## src/rtl/pcs_lock_pkg.sv

```systemverilog
// Shared constants and state type for the PCS block-lock engine.
// Holds the sync header width, the clause 49 / clause 82 window defaults
// and the one-hot lock state encoding used by every lane.
package pcs_lock_pkg;

    localparam int HEAD_W        = 2;

    localparam int SH_CNT_N_49   = 64;
    localparam int SH_INV_MAX_49 = 16;
    localparam int SH_CNT_N_82   = 1024;
    localparam int SH_INV_MAX_82 = 65;

    typedef enum logic [3:0] {
        LOCK_INIT      = 4'b0001,
        LOCK_TEST      = 4'b0010,
        LOCK_SLIP_WAIT = 4'b0100,
        LOCK_LOCKED    = 4'b1000
    } lock_state_e;

    // A sync header is valid only as 01 or 10; 00 and 11 are illegal.
    function automatic logic sh_is_valid(input logic [HEAD_W-1:0] sh);
        return sh[1] ^ sh[0];
    endfunction

endpackage

```

## src/rtl/pcs_lane_lock_fsm.sv

```systemverilog
// Single-lane block-lock state machine with its header and invalid-header
// counters and the gearbox slip handshake.
// Optional build macro PCS_LOCK_STATS_EN adds a saturating lock-loss counter
// with a clear input.
module pcs_lane_lock_fsm
    import pcs_lock_pkg::*;
#(
    parameter int SH_CNT_N   = SH_CNT_N_49,
    parameter int SH_INV_MAX = SH_INV_MAX_49
) (
    input  logic              clk,
    input  logic              reset,
    input  logic              i_signal_ok,
    input  logic              i_head_v,
    input  logic [HEAD_W-1:0] i_head,
    input  logic              i_slip_done,
    output logic              o_slip,
    output logic              o_lock
`ifdef PCS_LOCK_STATS_EN
    ,
    input  logic              i_stats_clr,
    output logic [7:0]        o_lock_loss_cnt
`endif
);

    localparam int CNT_W = $clog2(SH_CNT_N + 1);
    localparam logic [CNT_W-1:0] SH_LAST  = CNT_W'(SH_CNT_N);
    localparam logic [CNT_W-1:0] INV_LAST = CNT_W'(SH_INV_MAX);

    lock_state_e      r_state;
    lock_state_e      w_state_nxt;
    logic [CNT_W-1:0] r_sh_cnt;
    logic [CNT_W-1:0] w_sh_cnt_nxt;
    logic [CNT_W-1:0] r_inv_cnt;
    logic [CNT_W-1:0] w_inv_cnt_nxt;
    logic             r_slip;
    logic             w_slip_nxt;
    logic             w_head_bad;
    logic [CNT_W-1:0] w_sh_inc;
    logic [CNT_W-1:0] w_inv_inc;

    assign w_head_bad = ~sh_is_valid(i_head);
    assign w_sh_inc   = r_sh_cnt + CNT_W'(1);
    assign w_inv_inc  = (w_head_bad && (r_inv_cnt != INV_LAST)) ?
                        r_inv_cnt + CNT_W'(1) : r_inv_cnt;

    // Next-state and counter update; a lost signal overrides every other event.
    always_comb begin
        w_state_nxt   = r_state;
        w_sh_cnt_nxt  = r_sh_cnt;
        w_inv_cnt_nxt = r_inv_cnt;
        w_slip_nxt    = 1'b0;

        if (!i_signal_ok) begin
            w_state_nxt   = LOCK_INIT;
            w_sh_cnt_nxt  = '0;
            w_inv_cnt_nxt = '0;
        end else begin
            case (r_state)
                LOCK_INIT: begin
                    w_sh_cnt_nxt  = '0;
                    w_inv_cnt_nxt = '0;
                    w_state_nxt   = LOCK_TEST;
                end

                LOCK_TEST: begin
                    if (i_head_v) begin
                        if (w_head_bad) begin
                            w_state_nxt   = LOCK_SLIP_WAIT;
                            w_slip_nxt    = 1'b1;
                            w_sh_cnt_nxt  = '0;
                            w_inv_cnt_nxt = '0;
                        end else if (w_sh_inc == SH_LAST) begin
                            w_state_nxt   = LOCK_LOCKED;
                            w_sh_cnt_nxt  = '0;
                            w_inv_cnt_nxt = '0;
                        end else begin
                            w_sh_cnt_nxt  = w_sh_inc;
                        end
                    end
                end

                LOCK_SLIP_WAIT: begin
                    w_sh_cnt_nxt  = '0;
                    w_inv_cnt_nxt = '0;
                    if (i_slip_done) begin
                        w_state_nxt = LOCK_TEST;
                    end
                end

                LOCK_LOCKED: begin
                    if (i_head_v) begin
                        if (w_inv_inc == INV_LAST) begin
                            w_state_nxt   = LOCK_SLIP_WAIT;
                            w_slip_nxt    = 1'b1;
                            w_sh_cnt_nxt  = '0;
                            w_inv_cnt_nxt = '0;
                        end else if (w_sh_inc == SH_LAST) begin
                            w_sh_cnt_nxt  = '0;
                            w_inv_cnt_nxt = '0;
                        end else begin
                            w_sh_cnt_nxt  = w_sh_inc;
                            w_inv_cnt_nxt = w_inv_inc;
                        end
                    end
                end

                default: begin
                    w_state_nxt   = LOCK_INIT;
                    w_sh_cnt_nxt  = '0;
                    w_inv_cnt_nxt = '0;
                end
            endcase
        end
    end

    // State, counters and the one-cycle slip request register.
    always_ff @(posedge clk) begin
        if (reset) begin
            r_state   <= LOCK_INIT;
            r_sh_cnt  <= '0;
            r_inv_cnt <= '0;
            r_slip    <= 1'b0;
        end else begin
            r_state   <= w_state_nxt;
            r_sh_cnt  <= w_sh_cnt_nxt;
            r_inv_cnt <= w_inv_cnt_nxt;
            r_slip    <= w_slip_nxt;
        end
    end

    assign o_slip = r_slip;
    assign o_lock = (r_state == LOCK_LOCKED);

`ifdef PCS_LOCK_STATS_EN
    logic       w_lock_lost;
    logic [7:0] r_loss_cnt;

    assign w_lock_lost = (r_state == LOCK_LOCKED) && (w_state_nxt == LOCK_SLIP_WAIT);

    // Saturating count of lock losses; a clear in the same cycle as a loss wins.
    always_ff @(posedge clk) begin
        if (reset || i_stats_clr) begin
            r_loss_cnt <= '0;
        end else if (w_lock_lost && (r_loss_cnt != 8'hFF)) begin
            r_loss_cnt <= r_loss_cnt + 8'd1;
        end
    end

    assign o_lock_loss_cnt = r_loss_cnt;
`endif

endmodule

```

## src/rtl/pcs_lane_lock.sv

```systemverilog
// Multi-lane PCS block-lock engine: one independent lock FSM per lane plus a
// registered all-lanes-locked status for the deskew stage.
// Optional build macro PCS_LOCK_STATS_EN adds per-lane lock-loss counters.
module pcs_lane_lock
    import pcs_lock_pkg::*;
#(
    parameter int LANE_N     = 4,
    parameter int HEAD_W     = pcs_lock_pkg::HEAD_W,
    parameter int SH_CNT_N   = SH_CNT_N_49,
    parameter int SH_INV_MAX = SH_INV_MAX_49
) (
    input  logic                     clk,
    input  logic                     reset,
    input  logic [LANE_N-1:0]        signal_ok_i,
    input  logic [LANE_N-1:0]        head_v_i,
    input  logic [LANE_N*HEAD_W-1:0] head_i,
    output logic [LANE_N-1:0]        slip_o,
    input  logic [LANE_N-1:0]        slip_done_i,
    output logic [LANE_N-1:0]        lock_o,
    output logic                     all_lock_o
`ifdef PCS_LOCK_STATS_EN
    ,
    input  logic                     stats_clr_i,
    output logic [LANE_N*8-1:0]      lock_loss_cnt_o
`endif
);

    if (HEAD_W != 2) begin : g_bad_head_w
        $error("pcs_lane_lock: HEAD_W must be 2");
    end
    if ((LANE_N < 1) || (LANE_N > 20)) begin : g_bad_lane_n
        $error("pcs_lane_lock: LANE_N must be within 1..20");
    end
    if ((SH_INV_MAX < 1) || (SH_INV_MAX > SH_CNT_N)) begin : g_bad_inv_max
        $error("pcs_lane_lock: SH_INV_MAX must be within 1..SH_CNT_N");
    end

    logic [LANE_N-1:0] w_lock;
    logic              r_all_lock;

    for (genvar k = 0; k < LANE_N; k++) begin : g_lane
        pcs_lane_lock_fsm #(
            .SH_CNT_N   (SH_CNT_N),
            .SH_INV_MAX (SH_INV_MAX)
        ) u_fsm (
            .clk             (clk),
            .reset           (reset),
            .i_signal_ok     (signal_ok_i[k]),
            .i_head_v        (head_v_i[k]),
            .i_head          (head_i[k*HEAD_W +: HEAD_W]),
            .i_slip_done     (slip_done_i[k]),
            .o_slip          (slip_o[k]),
            .o_lock          (w_lock[k])
`ifdef PCS_LOCK_STATS_EN
            ,
            .i_stats_clr     (stats_clr_i),
            .o_lock_loss_cnt (lock_loss_cnt_o[k*8 +: 8])
`endif
        );
    end

    // Aggregate lock status, registered so it trails the lane locks by one cycle.
    always_ff @(posedge clk) begin
        if (reset) begin
            r_all_lock <= 1'b0;
        end else begin
            r_all_lock <= &w_lock;
        end
    end

    assign lock_o     = w_lock;
    assign all_lock_o = r_all_lock;

endmodule

```

## config.mk

```make
export PLATFORM = sky130hd
export DESIGN_NAME = pcs_lane_lock
export DESIGN_NICKNAME = d
export VERILOG_FILES = /design/src/rtl/pcs_lock_pkg.sv /design/src/rtl/pcs_lane_lock_fsm.sv /design/src/rtl/pcs_lane_lock.sv
export SDC_FILE = /design/constraint.sdc
export NUM_CORES = 1
export LEC_CHECK = 0
export CORE_AREA = 3 3 102 104
export CTS_BUF_LIST = sky130_fd_sc_hd__clkbuf_8
export DETAILED_ROUTE_END_ITERATION = 6
export DIE_AREA = 0 0 105 107
export GPL_TIMING_DRIVEN = 0
export HOLD_SLACK_MARGIN = 0.03
export PLACE_DENSITY = 0.73
export SETUP_SLACK_MARGIN = 0.15
export SLEW_MARGIN = 20
export SYNTH_ARGS = -nofsm -noshare
export SYNTH_HDL_FRONTEND = slang
export SYNTH_HIERARCHICAL = 1
export SYNTH_SLANG_ARGS = --single-unit
```

## constraint.sdc

```tcl
create_clock -name clk -period 2.6 [get_ports clk]
set_input_delay 0.52 -clock clk [delete_from_list [all_inputs] [get_ports clk]]
set_output_delay 0.52 -clock clk [all_outputs]
set_load 0.05 [all_outputs]
```

; After elaboration in Yosys (flattened, before gate mapping)
; Cells that the tools add are included.
[totals]
reg_bits = 77
inputBits = 22
wordCells = 210
[classes]
addsub = 8
n_eq_ne = 48
n_mux = 104
n_bitwise = 12
n_reduce_logical = 21
[ops]
columns = op, count
row1 = 7-bit 2-to-1 mux, 48
row2 = 7-bit one-hot mux with 2 select lines, 8
row3 = 4-bit 2-to-1 mux, 24
row4 = 4-bit one-hot mux with 4 select lines, 4
row5 = 7-bit by 1-bit adder with 7-bit output (second input constant), 8
row6 = 2-bit != test (second input constant), 16
row7 = 7-bit by 5-bit == test with 1-bit output (second input constant), 4
row8 = 7-bit == test (second input constant), 4
row9 = 7-bit by 5-bit != test with 1-bit output (second input constant), 4
row10 = 5-bit AND reduction, 4
row11 = 4-bit by 1-bit == test with 1-bit output (second input constant), 4
row12 = 4-bit by 2-bit == test with 1-bit output (second input constant), 4
row13 = 4-bit by 3-bit == test with 1-bit output (second input constant), 4
row14 = 4-bit == test (second input constant), 4
row15 = 1-bit 2-to-1 mux, 16
row16 = 3-bit != test (second input constant), 4
row17 = 3-bit AND reduction, 4
row18 = 1-bit NOT, 8
row19 = 1-bit one-hot mux with 2 select lines, 4
row20 = 2-bit AND reduction, 4
row21 = 2-bit OR reduction, 4
row22 = 1-bit logical AND, 4
row23 = 4-bit AND reduction, 1
row24 = 1-bit bitwise XOR, 4

; Logic depth before layout (Yosys ltp)
; Gate-level depths: netlist of the first run.
[depth]
depth_word = 8
ltp_mapped = 10
mapped_depth_nobuf = 9

; By module
; The synthesis of the first run kept the hierarchy.
[by_module_without_submodules]
columns = mod, instances, cells_each, area_per_inst_um2
row1 = pcs_lane_lock_fsm at g_lane[2].u_fsm, 1, 163, 1322.5
row2 = pcs_lane_lock_fsm at g_lane[0].u_fsm, 1, 173, 1306.3
row3 = pcs_lane_lock_fsm at g_lane[3].u_fsm, 1, 166, 1291.2
row4 = pcs_lane_lock_fsm at g_lane[1].u_fsm, 1, 165, 1263.7
row5 = pcs_lane_lock, 1, 3, 36.3

; Worst setup path after synthesis of the first run
; No wires, ideal clock.
[synth_timing]
path_type = flip-flop to flip-flop
startpoint = register g_lane[0].u_fsm.r_state[1]
endpoint = register g_lane[0].u_fsm.r_inv_cnt[0]
setup_time_ns = 0.075
t_arrival_ns = 2.871
setup_slack_ns = -0.345
path_stages_with_launch = 7
n_path_buf = 0
path_cell_list = dfxtp_1 > nand2b_1 > nor3_1 > o21ai_0 > a31oi_1 > nand3_1 > o22ai_1
[synth_between]
elab_chain_len = 3
[synth_lines]
columns = item, line_no
row1 = start: declaration, pcs_lane_lock_fsm.sv:30  ; lock_state_e r_state;
row2 = start signal: assignment, pcs_lane_lock_fsm.sv:125  ; r_state <= w_state_nxt;
row3 = 4-bit == test *, n/a
row4 = named net lock_o[0], pcs_lane_lock.sv:19  ; output logic [LANE_N-1:0] lock_o,
row5 = 2-bit != test (no line), n/a
row6 = 3-bit AND reduction (no line), n/a
row7 = end signal: assignment, pcs_lane_lock_fsm.sv:127  ; r_inv_cnt <= w_inv_cnt_nxt;
row8 = end: declaration, pcs_lane_lock_fsm.sv:34  ; logic [CNT_W-1:0] r_inv_cnt;
; Mark *: on every way through the listed nets, which the timed path passes. The rest lies on a longest branch.
; A chain may end at the register's enable or synchronous reset.

; Worst setup path after layout of the first run
[layout_timing]
startpoint = register g_lane[3].u_fsm.r_sh_cnt[4]
endpoint = register g_lane[3].u_fsm.r_state[3]
[layout_between]
elab_chain_len = 4
[layout_lines]
columns = item, line_no
row1 = start: declaration, pcs_lane_lock_fsm.sv:32  ; logic [CNT_W-1:0] r_sh_cnt;
row2 = start signal: assignment, pcs_lane_lock_fsm.sv:126  ; r_sh_cnt <= w_sh_cnt_nxt;
row3 = 7-bit by 1-bit adder with 7-bit output, pcs_lane_lock_fsm.sv:43  ; assign w_sh_inc = r_sh_cnt + CNT_W'(1);
row4 = 7-bit == test, pcs_lane_lock_fsm.sv:73  ; end else if (w_sh_inc == SH_LAST) begin
row5 = 3-bit != test (no line), n/a
row6 = 5-bit AND reduction (no line), n/a
row7 = end signal: assignment, pcs_lane_lock_fsm.sv:125
row8 = end: declaration, pcs_lane_lock_fsm.sv:30
; No other way between the ends.

==> flow_metrics.py, run 1 <==
metrics = {
    "power": {
        "cellPowerDensity_nw_per_um2": 389,
        "p_leak_nw": 2.13,
        "power_mw": 2.42,
        "max-vdd-ir-drop_mv": 0.227,
    },
    "grt": {
        "antenna_found_initial": 0,
        "grt_max_degree": 13,
        "grt_pass1_wl_um": 21800,
        "grt_use_total_pct": 22.9,
        "gr-total-overflow": 0,
        "grt_pass1_vias": 4939,
    },
    "worst_setup_path": {
        "crit_chain": "buf_4 > or4b_4 > mux2_4 > or2_4 > a21o_4 > or4_4 > a21oi_2",
        "crit_type": "reg2reg",
        "reg2regPathDepth": 7,
        "cp-end-kind": "flip-flop",
        "arrival_ps": 2710,
        "regToRegEndpoint": "g_lane[3].u_fsm/r_state[3]",
        "path_max_fanout": 9,
        "cp_slowest_stage_delay_ps": 520,
        "crit_required_ps": 2890,
        "reg2reg_slack_ps": 180,
        "reg2reg_from": "g_lane[3].u_fsm/r_sh_cnt[4]",
        "cp_slowest_cell": "or4b_4",
        "start_kind": "flip-flop",
    },
    "synthesis": {
        "avgSynthCellArea_um2": 7.79,
        "ys_ff_latch": 77,
        "syn_area_um2": 5220,
        "async_reset_ff_share_pct": 0,
        "yosysSeqAreaShare_pct": 29.5,
        "synth_edf_count": 0,
        "syn-num-nets": 704,
        "syn_inst": 670,
        "yosys.cell_types.count": 93,
        "yosys_most_used_dff": "dfxtp_1",
        "synth_warnings": 6,
    },
    "routing": {
        "ant_nets": 0,
        "vias_per_cell": 6.06,
        "m1WireLength_um": 5880,
        "route.met3.wl_um": 483,
        "met2RoutedLength_um": 6160,
        "routed_wl_um": 12800,
        "via_count": 5196,
        "detailedRoute.firstPassIterationCount": 5,
        "highest-signal-layer": "met4",
        "drc_errors": 0,
        "drtIter0Drc": 270,
        "wl_per_cell_um": 14.9,
    },
    "timing": {
        "maxSlewHeadroom_pct": 43.9,
        "hold_violations": 0,
        "fmax_mhz": 414,
        "fin_crit_ps": 2420,
        "fin_setup_tns_ps": 0,
        "rsz0062_at_grt": "yes",
        "final-max-slew-violation-count": 0,
        "tightest_slew_ps": 834,
        "fin_crit_sh_pct": 93.0,
        "setup_viol": 0,
        "setup_slack_ps": 183,
        "finalHoldWorstSlack_ps": 492,
        "clock_skew_ps": 5.62,
    },
    "clock_network": {
        "clockBufferDepth": 2,
        "path_clk_slew_ps": 80,
        "ctsRootBufferMaster": "clkbuf_8",
        "cts_tree": "built",
        "clock_sinks": 77,
        "numCtsBuffers": 9,
        "ctsHoldBuffers": 0,
        "clk_latency_ps": 350,
        "htree_levels": 3,
    },
    "hold_path": {
        "min_to": "g_lane[2].u_fsm/r_state[1]",
        "hold_class": "reg2reg",
        "worstHoldPathCells": 2,
        "hp-start": "g_lane[2].u_fsm/r_state[1]",
    },
    "layout": {
        "insertedDiodeCount": 0,
        "nets": 755,
        "layout_commonest_cell": "nand2_1",
        "multi_input_area_um2": 3640,
        "layout-drive-gt1-share_pct": 16.6,
        "nFillCells": 866,
        "final_cell_mix": "nand2_1, dfxtp_1, nor2_1",
        "seqCellArea_um2": 1550,
        "finalNonFillerCells": 857,
        "syn2layout_area_growth_pct": 18.9,
    },
    "die": {
        "rows": 36,
        "ios": 31,
        "core-area_um2": 9640,
        "initial_core_util_pct": 54.2,
        "dieArea_um2": 11200,
        "die_y_um": 107,
        "dieWidth_um": 105,
    },
    "run": {
        "maxCapViolations": 0,
    },
    "placement": {
        "place_ws_ps": -432,
        "place_hpwl_um": 9030,
        "place_inst": 833,
        "portBuffers": 30,
        "gp_congestion": 0.890,
    },
    "run_status": {
        "status": "complete, no violations",
    },
}
## per-layer routing
layer	vias to the layer above	GRT usage, %
li1	2612	-
met1	2467	29.1
met2	98	38.8
met3	19	3.13
met4	0	10.1
met5	-	0
## how the worst max path moves through the flow
stage	start	end	slack, ps	depth (start not counted)
after floorplan	g_lane[0].u_fsm/r_state[1]	g_lane[0].u_fsm/r_inv_cnt[0]	240	6
after global placement	head_i[2]	g_lane[1].u_fsm/r_inv_cnt[4]	-380	9
after detailed placement	head_i[6]	g_lane[3].u_fsm/r_inv_cnt[3]	-430	8
after CTS	g_lane[3].u_fsm/r_state[2]	lock_o[3]	60	4
after global routing	head_i[1]	g_lane[0].u_fsm/r_inv_cnt[3]	50	7
final	g_lane[3].u_fsm/r_sh_cnt[4]	g_lane[3].u_fsm/r_state[3]	180	7
## Yosys cell counts (4+ instances only)
library cell	instances	area, um^2
inv_1	27	101
buf_2	4	20.0
nand3_1	39	195
nand4_1	16	100
nor2_1	60	225
o21a_1	6	45.0
o311ai_0	4	35.0
or2_2	7	43.8
o211ai_1	7	52.6
clkbuf_1	19	71.3
o22ai_1	8	50.1
nand4b_1	7	61.3
dfxtp_1	77	1540
or4_1	7	52.6
o21ai_0	24	120
o21ai_1	11	55.1
a31oi_1	17	106
xor2_1	9	78.8
o31ai_1	7	52.6
nand2_1	76	285
nor3_1	17	85.1
a211oi_1	4	30.0
and3_1	8	50.1
nor2b_1	15	93.8
a311oi_1	5	43.8
ha_1	12	150
and2_1	7	43.8
nor4_1	5	31.3
a21oi_1	38	190
a22oi_1	4	30.0
o2111ai_1	4	35.0
xnor2_1	8	70.1
a21o_1	4	30.0
nand2b_1	10	62.6
## kinds of logic after synthesis
logic type / Yosys count / synth area share (%)
buffers and inverters: 57 / 4.91
adder cells (fa/ha/maj): 12 / 2.88
AO/OA/AOI/OAI: 190 / 25.8
AND/OR/NAND/NOR: 309 / 31.7
multiplexers: 6 / 1.44
flip-flops: 77 / 29.5
XOR/XNOR: 19 / 3.69
## where the power goes
| group | switching (mW) | leakage (nW) | internal, mW |
|---|---|---|---|
| clock | 0.445 | 0.101 | 0.527 |
| combinational | 0.143 | 1.40 | 0.108 |
| sequential | 0.00931 | 0.625 | 1.19 |
| total | 0.597 | 2.13 | 1.82 |
## area by class of cell
cell class                      count  share of cell area, %
Timing Repair Buffer               40                   6.07
Tap cell                          133                   2.68
Buffer                             30                   2.72
Sequential cell                    77                   25.0
Clock buffer                        9                   2.00
Multi-Input combinational cell    536                   58.6
Inverter                           27                   1.63
Clock inverter                      5                   1.25
## worst max-delay path, delay by kind of cell (launching register included)
kind	cells	cell delay, ps
AO/OA/AOI/OAI	2	320
buffers and inverters	1	160
flip-flops	1	310
multiplexers	1	280
AND/OR/NAND/NOR	3	1280
## timing repair
action	in CTS	in global routing
endpoints found under the setup margin	32	53
gates cloned	0	0
hold endpoints to repair	0	0
resized for setup	18	57
pin swaps	5	11
buffers inserted	4	6
## registers in the layout (all words and copies together), names as in the netlist
| register | flops |
|---|---|
| g_lane.u_fsm/r_inv_cnt | 28 |
| g_lane.u_fsm/r_sh_cnt | 28 |
| g_lane.u_fsm/r_state | 16 |
| g_lane.u_fsm/o_slip | 4 |
| all_lock_o | 1 |
## stage by stage
stage          cell area (um^2)  util [%]
6_report                   6210      64.4
5_1_grt                    6210      64.4
4_1_cts                    5970      62.0
3_5_place_dp               5690      59.1
3_3_place_gp               5690      59.1
2_1_floorplan              5230         -
Power figures use the tool's default switching activity.
==> run 2: changes to the inputs <==
==> constraint.sdc (replaced) <==
create_clock -name clk -period 2.9 [get_ports clk]
set_input_delay 0.58 -clock clk [delete_from_list [all_inputs] [get_ports clk]]
set_output_delay 0.58 -clock clk [all_outputs]
set_load 0.05 [all_outputs]
==> run 2 against run 1 <==
Effect of this change:
- count of clock-buffer cells in the layout unchanged
- routed wire length down 5.1%
- combinational power down 21%
- critical path depth unchanged
- die area unchanged
==> flow_metrics.py, run 2 (same netlist as run 1, synthesis figures left out) <==
metrics = {
    "die": {
        "dieWidth_um": 105,
        "rows": 36,
        "die_y_um": 107,
        "initial_core_util_pct": 54.2,
        "core-area_um2": 9640,
        "ios": 31,
        "dieArea_um2": 11200,
    },
    "clock_network": {
        "clk_latency_ps": 350,
        "clockBufferDepth": 2,
        "ctsHoldBuffers": 0,
        "cts_tree": "built",
        "numCtsBuffers": 9,
        "clock_sinks": 77,
        "path_clk_slew_ps": 80,
        "ctsRootBufferMaster": "clkbuf_8",
        "htree_levels": 3,
    },
    "routing": {
        "drtIter0Drc": 288,
        "via_count": 5112,
        "detailedRoute.firstPassIterationCount": 5,
        "vias_per_cell": 6.01,
        "ant_nets": 0,
        "routed_wl_um": 12100,
        "wl_per_cell_um": 14.3,
        "drc_errors": 0,
    },
    "power": {
        "max-vdd-ir-drop_mv": 0.268,
        "cellPowerDensity_nw_per_um2": 390,
        "p_leak_nw": 2.05,
    },
    "timing": {
        "fin_setup_tns_ps": 0,
        "rsz0062_at_grt": "no",
        "setup_viol": 0,
        "fmax_mhz": 393,
        "maxSlewHeadroom_pct": 39.2,
        "fin_crit_sh_pct": 87.8,
        "clock_skew_ps": 9.57,
        "hold_violations": 0,
        "tightest_slew_ps": 906,
        "final-max-slew-violation-count": 0,
        "fin_crit_ps": 2550,
    },
    "layout": {
        "multi_input_area_um2": 3450,
        "syn2layout_area_growth_pct": 14.6,
        "insertedDiodeCount": 0,
        "nets": 747,
        "fin_area_um2": 5980,
        "finalNonFillerCells": 850,
        "seqCellArea_um2": 1540,
        "layout-drive-gt1-share_pct": 10.9,
        "layout_commonest_cell": "dfxtp_1",
        "largest_registers": "g_lane.u_fsm/r_inv_cnt: 28 flops, g_lane.u_fsm/r_sh_cnt: 28 flops, g_lane.u_fsm/r_state: 16 flops",
        "final_core_utilization_pct": 62.1,
        "nFillCells": 887,
        "final_cell_mix": "dfxtp_1, nand2_1, nor2_1",
    },
    "worst_setup_path": {
        "cp-end-kind": "flip-flop",
        "reg2reg_slack_ps": 410,
        "arrival_ps": 2760,
        "crit_type": "in2reg",
        "reg2regPathDepth": 8,
        "start_kind": "input port",
        "reg2reg_from": "g_lane[1].u_fsm/r_inv_cnt[0]",
        "cp_slowest_cell": "clkdlybuf4s50_1",
        "path_max_fanout": 7,
        "crit_chain": "clkdlybuf4s50_1 > xnor2_2 > o21a_1 > a31oi_1 > o31a_1 > o21ai_0 > o311ai_0",
        "crit_required_ps": 3120,
        "regToRegEndpoint": "g_lane[1].u_fsm/r_state[1]",
        "cp_slowest_stage_delay_ps": 470,
    },
    "hold_path": {
        "min_to": "g_lane[0].u_fsm/r_sh_cnt[1]",
        "hold_class": "reg2reg",
        "hp-start": "g_lane[0].u_fsm/r_sh_cnt[1]",
        "worstHoldPathCells": 2,
    },
    "placement": {
        "place_hpwl_um": 8810,
        "gp_congestion": 0.881,
        "portBuffers": 30,
        "placed_area_um2": 5690,
        "place_inst": 833,
    },
    "grt": {
        "antenna_found_initial": 0,
        "grt_pass1_wl_um": 21300,
        "grt_use_total_pct": 22.4,
        "grt_max_degree": 14,
        "grt_pass1_vias": 4698,
        "gr-total-overflow": 0,
    },
    "run_status": {
        "status": "complete, no violations",
    },
    "run": {
        "maxCapViolations": 0,
    },
}
[run 2: cell types whose count changed in the layout (fill, tap and decap cells not counted), sizes merged]
cell,before,now
buf,18,11
clkdlybuf4s50,20,26
dlymetal6s2s,5,1
bufinv,2,4
clkbuf,32,30
clkdlybuf4s15,1,0
clkinv,2,1
[run 2: per-stage QoR]
stage	hold WS (ps)	setup WS [ps]	power [mW]
global route	519	155	2.43
detailed placement	471	-197	1.29
CTS	484	181	2.36
finish	486	352	2.33
global placement	467	-116	1.28
floorplan	449	260	1.22
[run 2: cell type report]
type	count	share of cell area, %
plain buffers	30	2.63
clock buffers	9	2.07
clock inverters	6	2.28
inverters	27	1.69
multi-input cells	536	57.6
flip-flops and latches	77	25.8
well taps	133	2.78
repair buffers	32	5.19
[run 2: report_power, final]
| part | switching (mW) | internal, mW |
|---|---|---|
| registers | 0.00784 | 1.06 |
| logic | 0.116 | 0.0827 |
| clock network | 0.407 | 0.655 |
| total | 0.530 | 1.80 |
[run 2: metal layers]
metal	wire length, um	share of wire (%)	vias up	global-route usage [%]
li1	-	-	2600	-
met1	5900	49	2384	29.7
met2	5620	46	116	36.4
met3	486	4.0	12	4.70
met5	0	0	-	0
met4	121	1.0	0	7.50
[run 2: worst max-delay path by stage]
stage / slack [ps] / to / cells past startpoint / start
2_1_floorplan: 260 / g_lane[3].u_fsm/r_inv_cnt[3] / 7 / g_lane[3].u_fsm/r_state[2]
6_report: 350 / g_lane[3].u_fsm/r_sh_cnt[2] / 7 / head_i[6]
3_5_place_dp: -200 / g_lane[3].u_fsm/r_inv_cnt[3] / 8 / head_i[6]
5_1_grt: 160 / g_lane[0].u_fsm/r_inv_cnt[1] / 6 / head_i[0]
4_1_cts: 180 / lock_o[0] / 3 / g_lane[0].u_fsm/r_state[1]
3_3_place_gp: -120 / g_lane[3].u_fsm/r_inv_cnt[3] / 8 / head_i[6]
[run 2: timing repair]
item                       4_1_cts  5_1_grt
buffers inserted                 0        2
pin swaps                        0        1
setup endpoints to repair        3       16
resized for setup                3       10
[run 2: worst max-delay path: cells and delay by family]
family | cells | cell delay, ps
AO/OA/AOI/OAI | 5 | 1370
buffers and inverters | 1 | 470
XOR/XNOR | 1 | 330
==> run 3: changes to the inputs <==
--- a/config.mk
+++ b/config.mk
@@ -5,10 +5,11 @@
 export SDC_FILE = /design/constraint.sdc
 export NUM_CORES = 1
 export LEC_CHECK = 0
-export CORE_AREA = 3 3 102 104
+export ABC_AREA = 0
+export CORE_AREA = 2 2 101 103
 export CTS_BUF_LIST = sky130_fd_sc_hd__clkbuf_8
 export DETAILED_ROUTE_END_ITERATION = 6
-export DIE_AREA = 0 0 105 107
+export DIE_AREA = 0 0 103 105
 export GPL_TIMING_DRIVEN = 0
 export HOLD_SLACK_MARGIN = 0.03
 export PLACE_DENSITY = 0.73
==> run 3 against run 2 <==
Effect of this change:
- register-to-register slack better by 20 ps
- die area down 3.7%
- largest cell class unchanged
- via count up 0.65%
- critical path type unchanged
- utilization down 0.22 points
- clock power down 4%
==> flow_metrics.py, run 3 (same netlist as run 1, synthesis figures left out) <==
metrics = {
    "run_status": {
        "status": "complete, no violations",
    },
    "layout": {
        "seqCellArea_um2": 1540,
        "largest_registers": "g_lane.u_fsm/r_inv_cnt: 28 flops, g_lane.u_fsm/r_sh_cnt: 28 flops, g_lane.u_fsm/r_state: 16 flops",
        "fin_area_um2": 5960,
        "syn2layout_area_growth_pct": 14.2,
        "finalNonFillerCells": 850,
        "layout-drive-gt1-share_pct": 10.7,
        "nFillCells": 901,
        "layout_commonest_cell": "dfxtp_1",
        "insertedDiodeCount": 0,
        "final_cell_mix": "dfxtp_1, nand2_1, nor2_1",
        "multi_input_area_um2": 3450,
        "nets": 746,
    },
    "clock_network": {
        "clockBufferDepth": 2,
        "ctsHoldBuffers": 0,
        "cts_tree": "built",
        "path_clk_slew_ps": 90,
        "clock_sinks": 77,
        "clk_latency_ps": 360,
        "numCtsBuffers": 9,
        "ctsRootBufferMaster": "clkbuf_8",
        "htree_levels": 3,
    },
    "timing": {
        "fmax_mhz": 385,
        "fin_setup_tns_ps": 0,
        "hold_violations": 0,
        "maxSlewHeadroom_pct": 46.0,
        "setup_slack_ps": 302,
        "fin_crit_ps": 2600,
        "clock_skew_ps": 10.4,
        "fin_crit_sh_pct": 89.6,
        "rsz0062_at_grt": "no",
        "tightest_slew_ps": 804,
        "setup_viol": 0,
        "final-max-slew-violation-count": 0,
    },
    "power": {
        "cellPowerDensity_nw_per_um2": 384,
        "swShare_pct": 24.0,
        "p_leak_nw": 2.04,
        "combPwrFrac_pct": 8.6,
        "power_frac_clock_pct": 44.5,
        "power_mw": 2.29,
        "seqPwrFrac_pct": 46.8,
        "power.internal_mw": 1.74,
        "max-vdd-ir-drop_mv": 0.201,
        "p_sw_uw": 551,
    },
    "die": {
        "ios": 31,
        "die_y_um": 105,
        "initial_core_util_pct": 54.2,
        "core-area_um2": 9640,
        "rows": 36,
        "dieArea_um2": 10800,
        "dieWidth_um": 103,
    },
    "placement": {
        "place_inst": 833,
        "portBuffers": 30,
        "place_ws_ps": -212,
        "placed_area_um2": 5690,
        "gp_congestion": 0.886,
        "place_hpwl_um": 8890,
    },
    "worst_setup_path": {
        "start_kind": "input port",
        "path_max_fanout": 8,
        "reg2regPathDepth": 9,
        "crit_required_ps": 3200,
        "arrival_ps": 2900,
        "crit_type": "in2reg",
        "cp-end-kind": "flip-flop",
    },
    "grt": {
        "grt_pass1_vias": 4720,
        "grt_max_degree": 14,
        "gr-total-overflow": 0,
        "grt_pass1_wl_um": 20800,
        "grt_use_total_pct": 23.3,
        "antenna_found_initial": 0,
    },
    "routing": {
        "m1WireLength_um": 5710,
        "vias_per_cell": 6.05,
        "highest-signal-layer": "met4",
        "route.met3.wl_um": 609,
        "drc_errors": 0,
        "detailedRoute.firstPassIterationCount": 5,
        "met2RoutedLength_um": 5770,
        "routed_wl_um": 12200,
        "wl_per_cell_um": 14.4,
        "drtIter0Drc": 293,
        "ant_nets": 0,
        "via_count": 5145,
    },
    "hold_path": {
        "worstHoldPathCells": 2,
        "hold_class": "reg2reg",
    },
    "run": {
        "maxCapViolations": 0,
    },
}
[run 3: cell types whose count changed in the layout (fill, tap and decap cells not counted)]
cell	previous run	this run
clkbuf_8	9	10
clkbuf_1	17	18
clkinv_4	1	0
o21ai_1	11	12
o21ai_0	24	23
clkinv_2	0	1
buf_4	4	3
bufinv_16	4	3
clkbuf_2	4	3
clkinvlp_4	1	2
[run 3: path summary, 6_finish.rpt]
check                                     from                          to  slack [ps]
setup reg to reg  g_lane[2].u_fsm/r_inv_cnt[0]  g_lane[2].u_fsm/r_state[3]         430
setup / recovery                     head_i[3]  g_lane[1].u_fsm/r_state[1]         300
hold / removal      g_lane[3].u_fsm/r_state[1]  g_lane[3].u_fsm/r_state[1]         490
hold reg to reg     g_lane[3].u_fsm/r_state[1]  g_lane[3].u_fsm/r_state[1]         490
[run 3: per-stage QoR]
step / utilization (%) / hold WS [ps]
2_1_floorplan: - / 449
3_3_place_gp: 59.0 / 466
3_5_place_dp: 59.0 / 477
4_1_cts: 61.7 / 488
5_1_grt: 61.9 / 507
6_report: 61.9 / 485
[run 3: final cells by class]
class / instances / area share (%)
multi-input combinational: 536 / 57.8
inverter: 27 / 1.70
tap: 133 / 2.79
clock buffer: 10 / 2.31
clock inverter: 6 / 1.85
buffer: 30 / 2.62
sequential: 77 / 25.9
timing repair buffer: 31 / 5.08
[run 3: what timing repair did]
item | in CTS | in global routing
resized for setup | 4 | 8
setup endpoints to repair | 5 | 15
setup buffers | 0 | 1
pin swaps | 0 | 1
[run 3: power by group through the flow]
stage                     Combinational [mW]  Sequential [mW]  Clock, mW
after floorplan                        0.120             1.10          0
after global placement                 0.186             1.10          0
final                                  0.198             1.07       1.02
after global routing                   0.217             1.07       1.08
after CTS                              0.193             1.07       1.05
after detailed placement               0.191             1.10          0
[run 3: per-layer routing]
layer	vias up	track usage [%]
li1	2589	-
met1	2397	30.9
met2	143	37.8
met3	16	3.75
met4	0	8.65
met5	-	0
[run 3: worst max-delay path: stages]
cell and delay [ps]:
clkdlybuf4s50_1 540, xor2_2 410, o2111a_1 290, a41oi_2 60
nor2_1 210, o221ai_2 160, or4_1 490, a21oi_1 150
